### src/rtl/tune_field_cursor_pkg.sv
// Shared tuning definitions: field indices, key strobe codes, operating mode decode.
// Latency: none (constants and pure functions). Backpressure: not applicable.
package tune_pkg;

  localparam int T_NONE = 0;
  localparam int F_SEC  = 1;
  localparam int F_MIN  = 2;
  localparam int F_HOUR = 3;

  localparam logic [3:0] K_LEFT  = 4'b0010;
  localparam logic [3:0] K_RIGHT = 4'b0100;

  typedef enum logic [1:0] {
    M_IDLE = 2'd0,
    M_HOLD = 2'd1,
    M_SEL  = 2'd2
  } mode_e;

  // Select wins when the status manager raises both mode lines.
  function automatic mode_e decode_mode(input logic sel, input logic hold);
    if (sel)       return M_SEL;
    else if (hold) return M_HOLD;
    else           return M_IDLE;
  endfunction

endpackage

### src/rtl/tune_field_cursor_timer.sv
// Free-running period counter with restart; wrap is high on the last count of each period.
// Latency: wrap is combinational from the count. Backpressure: none, en simply pauses counting.
module cycle_timer #(
  parameter int PERIOD = 2
) (
  input  logic clk,
  input  logic rst_n,
  input  logic en,
  input  logic restart,
  output logic wrap
);

  localparam int CW = (PERIOD > 1) ? $clog2(PERIOD) : 1;
  localparam logic [CW-1:0] LAST = CW'(PERIOD - 1);

  logic [CW-1:0] cnt;

  assign wrap = en && !restart && (cnt == LAST);

  always_ff @(posedge clk or negedge rst_n) begin
    if (!rst_n) begin
      cnt <= '0;
    end else if (restart) begin
      cnt <= '0;
    end else if (en) begin
      cnt <= wrap ? '0 : cnt + CW'(1);
    end
  end

endmodule

### src/rtl/tune_field_cursor.sv
// Cursor over the editable time/alarm fields with one-hot view, blink phase and idle timeout.
// Latency: one cycle from key/mode inputs to every output. Backpressure: none, strobes are one-shot.
module tune_field_cursor
  import tune_pkg::*;
#(
  parameter int                 NUM_FIELDS  = 3,
  parameter int                 START_FIELD = F_SEC,
  parameter bit                 WRAP        = 1'b1,
  parameter int                 KEY_W       = 4,
  parameter logic [KEY_W-1:0]   KEY_LEFT    = KEY_W'(K_LEFT),
  parameter logic [KEY_W-1:0]   KEY_RIGHT   = KEY_W'(K_RIGHT),
  parameter int                 BLINK_HALF  = 25,
  parameter int                 TIMEOUT_CYC = 0,
  localparam int                FIELD_W     = $clog2(NUM_FIELDS + 1)
) (
  input  logic                  clk,
  input  logic                  rst_n,
  input  logic [KEY_W-1:0]      key_strobe,
  input  logic                  sel_mode,
  input  logic                  hold_mode,
  output logic [FIELD_W-1:0]    field,
  output logic [NUM_FIELDS-1:0] field_onehot,
  output logic                  blink,
  output logic                  moved,
  output logic                  timeout
);

  localparam logic [FIELD_W-1:0] F_NONE  = FIELD_W'(T_NONE);
  localparam logic [FIELD_W-1:0] F_ONE   = FIELD_W'(1);
  localparam logic [FIELD_W-1:0] F_MAX   = FIELD_W'(NUM_FIELDS);
  localparam logic [FIELD_W-1:0] F_START = FIELD_W'(START_FIELD);

  function automatic logic [NUM_FIELDS-1:0] to_onehot(input logic [FIELD_W-1:0] f);
    logic [NUM_FIELDS-1:0] oh;
    oh = '0;
    for (int i = 0; i < NUM_FIELDS; i++) begin
      if (int'(f) == i + 1) oh[i] = 1'b1;
    end
    return oh;
  endfunction

  mode_e              mode;
  logic               key_l, key_r, key_vld;
  logic               in_range, sel_live;
  logic [FIELD_W-1:0] field_nxt;
  logic               blink_nxt;
  logic               blink_en, blink_restart, blink_wrap;
  logic               idle_wrap;

  assign mode     = decode_mode(sel_mode, hold_mode);
  assign key_l    = (key_strobe == KEY_LEFT);
  assign key_r    = (key_strobe == KEY_RIGHT);
  assign key_vld  = key_l || key_r;
  assign in_range = (field != F_NONE) && (int'(field) <= NUM_FIELDS);
  assign sel_live = (mode == M_SEL) && in_range;

  always_comb begin
    field_nxt = field;
    unique case (mode)
      M_IDLE: field_nxt = F_NONE;
      M_HOLD: field_nxt = field;
      default: begin
        if (field == F_NONE) begin
          field_nxt = F_START;
        end else if (!in_range) begin
          field_nxt = F_NONE;
        end else if (key_l) begin
          field_nxt = (field == F_MAX) ? (WRAP ? F_ONE : field) : field + F_ONE;
        end else if (key_r) begin
          field_nxt = (field == F_ONE) ? (WRAP ? F_MAX : field) : field - F_ONE;
        end
      end
    endcase
  end

  // A key press (even a saturated one) restarts the blink so the cursor is visibly on.
  assign blink_en      = in_range && (mode != M_IDLE);
  assign blink_restart = (mode == M_IDLE) || ((mode == M_SEL) && (!in_range || key_vld));

  always_comb begin
    blink_nxt = blink;
    unique case (mode)
      M_IDLE: blink_nxt = 1'b0;
      M_HOLD: blink_nxt = blink ^ blink_wrap;
      default: begin
        if (field == F_NONE)   blink_nxt = 1'b1;
        else if (!in_range)    blink_nxt = 1'b0;
        else if (key_vld)      blink_nxt = 1'b1;
        else                   blink_nxt = blink ^ blink_wrap;
      end
    endcase
  end

  cycle_timer #(.PERIOD(BLINK_HALF)) u_blink (
    .clk     (clk),
    .rst_n   (rst_n),
    .en      (blink_en),
    .restart (blink_restart),
    .wrap    (blink_wrap)
  );

  if (TIMEOUT_CYC > 0) begin : g_timeout
    cycle_timer #(.PERIOD(TIMEOUT_CYC)) u_timeout (
      .clk     (clk),
      .rst_n   (rst_n),
      .en      (sel_live && !key_vld),
      .restart (!sel_live || key_vld),
      .wrap    (idle_wrap)
    );
  end else begin : g_no_timeout
    assign idle_wrap = 1'b0;
  end

  always_ff @(posedge clk or negedge rst_n) begin
    if (!rst_n) begin
      field        <= F_NONE;
      field_onehot <= '0;
      blink        <= 1'b0;
      moved        <= 1'b0;
      timeout      <= 1'b0;
    end else begin
      field        <= field_nxt;
      field_onehot <= to_onehot(field_nxt);
      blink        <= blink_nxt;
      moved        <= sel_live && (field_nxt != field);
      timeout      <= idle_wrap;
    end
  end

endmodule
### config.mk
export PLATFORM = sky130hd
export DESIGN_NAME = tune_field_cursor
export DESIGN_NICKNAME = d
export VERILOG_FILES = /design/src/rtl/tune_field_cursor_pkg.sv /design/src/rtl/tune_field_cursor_timer.sv /design/src/rtl/tune_field_cursor.sv
export SDC_FILE = /design/constraint.sdc
export NUM_CORES = 1
export LEC_CHECK = 0
export CORE_ASPECT_RATIO = 0.8
export CORE_MARGIN = 2
export CORE_UTILIZATION = 30
export DETAILED_ROUTE_END_ITERATION = 8
export DONT_BUFFER_PORTS = 1
export PLACE_DENSITY_LB_ADDON = 0.2
export SLEW_MARGIN = 15
export SYNTH_ARGS = -nofsm -noshare
export SYNTH_HDL_FRONTEND = slang
export SYNTH_HIERARCHICAL = 1
export SYNTH_SLANG_ARGS = --single-unit
### constraint.sdc
create_clock -name clk -period 4 [get_ports clk]
set_clock_uncertainty 0.2 [all_clocks]
set_input_delay 0.8 -clock clk [delete_from_list [all_inputs] [get_ports clk]]
set_output_delay 0.8 -clock clk [all_outputs]
set_load 0.01 [all_outputs]
=== Word level (Yosys, flattened, before mapping) ===
Index checks and enable logic that the tools add are counted.

* Latch bits: 0
* RAM bits: 0
* Register bits after elaboration: 12
* Output and inout bits: 8
* Bits in read-only memories: 0
* Memories kept: 0
* Logic and storage cells: 55

* Eq/ne operators: 11
* Bitwise gates (word level): 1
* Add/subtract/negate cells: 3
* Reduce and logical (&&, ||, !) cells: 16
* Shift-type cells: 0
* Multiplexer cells: 19
* Divide/modulo/power cells: 0
* Multiply operators: 0
* $lt $le $gt $ge: 0

{| class="wikitable"
|+ Operators with widths
! kind !! count
|-
| 5-bit two-way mux || 3
|-
| 2-bit two-way mux || 7
|-
| 2-bit == test, second input constant || 4
|-
| 1-bit two-way mux || 7
|-
| 2-bit by 1-bit == test with 1-bit output, second input constant || 3
|-
| 1-bit logical AND || 6
|-
| 2-bit nonzero test || 3
|-
| 5-bit by 1-bit adder with 5-bit output, second input constant || 1
|-
| 5-bit == test, second input constant || 1
|-
| 4-bit by 2-bit == test with 1-bit output, second input constant || 1
|-
| 4-bit by 3-bit == test with 1-bit output, second input constant || 1
|-
| 2-bit logical NOT || 2
|-
| 2-bit one-hot mux with 2 select lines || 1
|-
| 1-bit logical OR || 3
|-
| 2-bit by 1-bit adder with 2-bit output, second input constant || 1
|-
| 1-bit logical NOT || 2
|-
| 2-bit inequality test || 1
|-
| 1-bit one-hot mux with 2 select lines || 1
|-
| 2-bit by 1-bit subtractor with 2-bit output, second input constant || 1
|-
| 1-bit XOR || 1
|}

=== Longest topological paths before layout ===
* Word-level depth: 13
* Gate-level depth with buffers: 9

=== Cells and area by module ===
Netlist, hierarchy kept.

{| class="wikitable"
|+ By module, submodules not included
! module !! area an instance (um2) !! instances !! cells an instance !! sequential area each (um2)
|-
| tune_field_cursor || 489.2 || 1 || 52 || 175.2
|-
| cycle_timer || 305.3 || 1 || 32 || 125.1
|}

=== Worst setup path after synthesis ===
No wires, ideal clock.

* Kind: input -> register
* Start: input key_strobe[3]
* End: register blink
* Data required time: 3.674 ns
* Setup time: 0.126 ns
* Buffers on the path: 0
* Path slack: 1.830 ns
* Arrival time: 1.844 ns
* Stages: 8
* Path through: nor2_1 > a21oi_1 > a21oi_1 > nor3b_1 > xnor2_1 > nand2_1 > nand2_1 > o21ai_0

* Longest elaborated chain between the ends: 13
* Elaborated cells on any way between the ends: 14

{| class="wikitable"
|+ Ends and longest elaborated chain
! item !! line !! RTL
|-
| start, declared || tune_field_cursor.sv:18 || <nowiki>input logic [KEY_W-1:0] key_strobe,</nowiki>
|-
| 4-bit by 2-bit == test with 1-bit output / 4-bit by 3-bit == test with 1-bit output (equally long branches) || tune_field_cursor.sv:51, tune_field_cursor.sv:52 ||
|-
| 1-bit logical OR * || tune_field_cursor.sv:53 || <nowiki>assign key_vld = key_l || key_r;</nowiki>
|-
| 1-bit logical OR * || tune_field_cursor.sv:78 || <nowiki>assign blink_restart = (mode == M_IDLE) || ((mode == M_SEL) && (!in_range || key_vld));</nowiki>
|-
| 1-bit logical AND * || tune_field_cursor.sv:78 ||
|-
| 1-bit logical OR * || tune_field_cursor.sv:78 ||
|-
| net blink_restart || tune_field_cursor.sv:47 || <nowiki>logic blink_en, blink_restart, blink_wrap;</nowiki>
|-
| 1-bit logical NOT * || tune_field_cursor_timer.sv:18 || <nowiki>assign wrap = en && !restart && (cnt == LAST);</nowiki>
|-
| 1-bit logical AND * (2 in a row) || tune_field_cursor_timer.sv:18 ||
|-
| net blink_wrap || tune_field_cursor.sv:47 ||
|-
| 1-bit XOR * || tune_field_cursor.sv:84, tune_field_cursor.sv:89 ||
|-
| 1-bit two-way mux || tune_field_cursor.sv:88 || <nowiki>else if (key_vld) blink_nxt = 1'b1;</nowiki>
|-
| 1-bit two-way mux || tune_field_cursor.sv:87 || <nowiki>else if (!in_range) blink_nxt = 1'b0;</nowiki>
|-
| 1-bit two-way mux || tune_field_cursor.sv:86 || <nowiki>if (field == F_NONE) blink_nxt = 1'b1;</nowiki>
|-
| 1-bit one-hot mux with 2 select lines * || tune_field_cursor.sv:82 || <nowiki>unique case (mode)</nowiki>
|-
| net blink_nxt || tune_field_cursor.sv:46 || <nowiki>logic blink_nxt;</nowiki>
|-
| end signal, assigned || tune_field_cursor.sv:124 || <nowiki>blink <= blink_nxt;</nowiki>
|-
| end, declared || tune_field_cursor.sv:23 || <nowiki>output logic blink,</nowiki>
|}

Mark *: on every way through the listed nets, which the timed path passes. The rest lies on a longest branch.
A chain may end at the register's enable or synchronous reset.

=== Final worst setup path ===
* Start: register field[0]
* End: register blink

* Elaborated cells on any way between the ends: 15

{| class="wikitable"
|+ RTL lines
! item !! line !! RTL
|-
| start, declared || tune_field_cursor.sv:21 || <nowiki>output logic [FIELD_W-1:0] field,</nowiki>
|-
| start signal, assigned || tune_field_cursor.sv:122 || <nowiki>field <= field_nxt;</nowiki>
|-
| 2-bit nonzero test * || tune_field_cursor.sv:54 || <nowiki>assign in_range = (field != F_NONE) && (int'(field) <= NUM_FIELDS);</nowiki>
|-
| 1-bit logical AND * || tune_field_cursor.sv:77 || <nowiki>assign blink_en = in_range && (mode != M_IDLE);</nowiki>
|-
| net blink_en || tune_field_cursor.sv:47 ||
|-
| 1-bit logical AND * (2 in a row) || tune_field_cursor_timer.sv:18 ||
|-
| net blink_wrap || tune_field_cursor.sv:47 ||
|-
| 1-bit XOR * || tune_field_cursor.sv:84, tune_field_cursor.sv:89 ||
|-
| 1-bit two-way mux || tune_field_cursor.sv:88 ||
|-
| 1-bit two-way mux || tune_field_cursor.sv:87 ||
|-
| 1-bit two-way mux || tune_field_cursor.sv:86 ||
|-
| 1-bit one-hot mux with 2 select lines * || tune_field_cursor.sv:82 ||
|-
| net blink_nxt || tune_field_cursor.sv:46 ||
|}

Marks and branches as above.

==> results.md <==
- Yosys cell types: 35
- Half-perimeter wire length of the detailed placement result: 1.19 mm
- Sw Ratio: 33.3%
- Cell-by-cell listing of the critical path: inv_1 -> ha_1 -> nor2_1 -> nor3b_1 -> xnor2_1 -> nand2_1 -> nand2_1 -> o21ai_0
- Maximum number of pins on one net before global-route repair: 10
- Global-route wire length before repair: 2.66 mm
- Global placer's final weighted congestion: 0.748
- Post-Synthesis Net Count: 98
- Top area cells in the synthesized netlist: dfrtp_1, ha_1, nor2_1
- TritonCTS clock tree: yes
- Final ANT Viol Nets: 0
- Number of DRC violations after detailed-routing iteration 0: 36
- Max Buffers Root-to-Sink: 2
- Master cell of the clock root buffer: clkbuf_4
- Total die area: 3080 µm²
- Initial core utilization: 32.0%
- First-pass DRT Iterations: 4
- Flop and latch count out of synthesis: 12
- Startpoint kind of the worst setup timing path: register
- Final Max Tran Viols: 0
- Count of buffers inserted at the top-level ports: 0
- Sink Count: 12
- Minimum clock period: 2.37 ns
- Number of nets at the end of the flow: 103
- Psw: 0.112 mW
- Internal Power: 0.226 mW
- Achievable Freq: 423 MHz
- Warning count from the yosys run: 6
- Clk_lat worst skew: 0.27 ns
- Final setup fails: 0
- Hold Crit Class: register to register
- Critical path endpoint category: register
- Data required time at the worst endpoint: 3.96 ns
- Worst slew margin: 65.4%
- Most frequent cell on the critical path: nand2_1
- Critical path's top delay family: simple AND/OR/NAND/NOR gates
- Number of vias in the routed layout: 597
- Combinational cell fraction of total power: 25.7%
- Sequential fraction of design power: 45.5%
- Fraction of layout cells with a size suffix above 1: 14.8%
- Share of total power in the clock network: 28.9%
- Overall die height: 50.0 µm
- Antenna violations before repair: 0
- Average wire per cell in the routed design: 13.2 µm
- Area overhead of the layout relative to synthesis: 11.2%
- Longest individual stage delay on the worst path: 0.53 ns
- Result of the run: completed
- Mapped Area: 795 µm²
- Via count of the first global-routing pass: 549
- Power Dens Cells: 383 nW/µm²
- Via density per instance: 4.81
- Area share of the largest cell type after synthesis: 37.8%
- Clock transition at the register clock pins on the worst setup and hold paths after CTS: 0.08 ns
- Leakage: 0.417 nW
- Number of setup buffers added after CTS: 0
- Total detailed-routing wirelength: 1.64 mm
- Sequential fraction of the synthesis area: 37.8%
- Mean instance size in the synthesized netlist: 9.46 µm²
- Row count: 16
- Total Neg Setup Slack: 0 ns
- CP Data Arrival Time: 2.33 ns
- Gate count of the mapped netlist: 84
- Peak supply drop: 0.216 mV
- Util after Layout: 35.6%
- I/O pin cnt: 16
- Number of clock buffers inserted by TritonCTS: 3
- CORE AREA: 2480 µm²
- Slowest cell on the critical path: dfrtp_1
- Placed insts: 118
- Total DRC errors in the routed layout: 0
- MaxCap Viol Count: 0
- Ant. Diodes: 0
- Highest net fanout along the worst path: 9
- Critical setup path kind: register to register
- GRT overflow: 0
- Die X: 61.5 µm
- Most area-hungry cell type in the Yosys netlist: dfrtp_1
- Setup repair after global routing missed its margin: false
- Crit path buf inv count: 1
- Actual transition at the worst max-transition pin: 0.517 ns
- Final clock period utilization by the worst path: 59.2%
- Tot GR Track Use: 11.9%
- Count of placed standard cells in the final layout, fillers left out: 124
- Number of H-tree levels: 1
- Count of endpoints failing hold in the final timing report: 0
[worst reg2reg max path, delay by kind of cell, from the launching register on]
family	cells	cell delay (ns)
AOI/OAI and AO/OA	1	0.07
xor gates and xnor gates	1	0.17
adders and majority gates	1	0.28
buffers and inverters	1	0.15
DFF	1	0.53
and+or+nand+nor	4	0.87
[state kept, by name, summed over array words and instances (netlist names)]
signal        cells
blink             1
field             2
field_onehot      3
moved             1
u_blink/cnt       5
[layer usage]
layer  up-vias  global-route usage, %  wire, µm
met3         0                   6.04        93
met4         0                   1.06         0
li1        296                      -         -
met1       286                   18.6       878
met2        15                   14.9       668
met5         -                      0         0
[layout make-up]
| type | count | area, µm² |
|---|---|---|
| tap | 36 | 45.0 |
| timing repair buffer | 2 | 20.0 |
| fill | 266 | 1600 |
| inverter | 7 | 26.3 |
| sequential | 12 | 300 |
| clock buffer | 4 | 36.3 |
| multi-input combinational | 63 | 455 |
[cell usage after synthesis (all sizes together)]
cell type / n
or4b: 1
or3b: 2
o211ai: 1
a2bb2oi: 1
a32oi: 1
nor2: 12
ha: 6
o21ai: 3
a21oi: 6
mux2i: 1
xnor2: 1
a31oi: 1
nand2b: 2
xor2: 1
a211o: 1
inv: 7
and4b: 1
a22oi: 1
nand4b: 1
a21o: 1
conb: 1
dfrtp: 12
nor3b: 1
o2bb2a: 1
nand2: 6
a22o: 2
buf: 2
or2: 1
nand3: 3
nor2b: 3
a21boi: 1
[layout by cell type (no fill, tap or decap), drive strengths merged, types with 2 or more instances in the layout]
master	count
a21oi	6
nor2	12
ha	6
or3b	2
nand3	3
dlygate4sd3	2
nor2b	3
inv	7
a22o	2
dfrtp	12
o21ai	3
clkbuf	4
nand2	6
nand2b	2
[power by group through the flow]
stage / logic (mW) / registers, mW / clock network (mW)
2_1_floorplan: 0.0695 / 0.152 / 0
3_3_place_gp: 0.0805 / 0.157 / 0
3_5_place_dp: 0.0824 / 0.156 / 0
6_report: 0.0868 / 0.154 / 0.0976
4_1_cts: 0.0842 / 0.154 / 0.102
5_1_grt: 0.0973 / 0.157 / 0.109
[path summary, 6_finish.rpt]
path | startpoint | to | slack, ns | cells past startpoint
max in group asynchronous | rst_n | moved$_DFF_PN0_ | 2.68 | 1
min in group asynchronous | rst_n | blink$_DFF_PN0_ | 0.62 | 1
min reg2reg | u_blink/cnt[4]$_DFFE_PN0P_ | u_blink/cnt[4]$_DFFE_PN0P_ | 0.37 | 2
max reg2reg | field[0]$_DFF_PN0_ | blink$_DFF_PN0_ | 1.63 | 8
min | u_blink/cnt[4]$_DFFE_PN0P_ | u_blink/cnt[4]$_DFFE_PN0P_ | 0.37 | 2
max | field[0]$_DFF_PN0_ | blink$_DFF_PN0_ | 1.63 | 8
[metrics by stage]
step / worst slack (ns) / total power, mW / hold WS [ns] / area (µm²)
detailed placement: 1.60 / 0.239 / 0.305 / 827
global route: 1.49 / 0.363 / 0.402 / 883
floorplan: 1.83 / 0.222 / 0.304 / 795
global placement: 1.66 / 0.238 / 0.305 / 827
CTS: 1.66 / 0.341 / 0.00344 / 873
finish: 1.63 / 0.338 / 0.372 / 883
[cells by family after synthesis]
group           after synthesis  synth area share [%]
simple gates                 33                  23.3
compound gates               20                  20.6
flops                        12                  37.8
buf+inv                       9                  4.88
fa+ha+maj                     6                  9.45
xor+xnor                      2                  2.21
other cells                   1                 0.472
mux                           1                  1.26
[what timing repair did]
item	in CTS	in global routing
setup endpoints to repair	0	0
resized for setup	0	0
hold endpoints to repair	5	7
hold buffers	1	1
(Power assumes the default switching activity.)
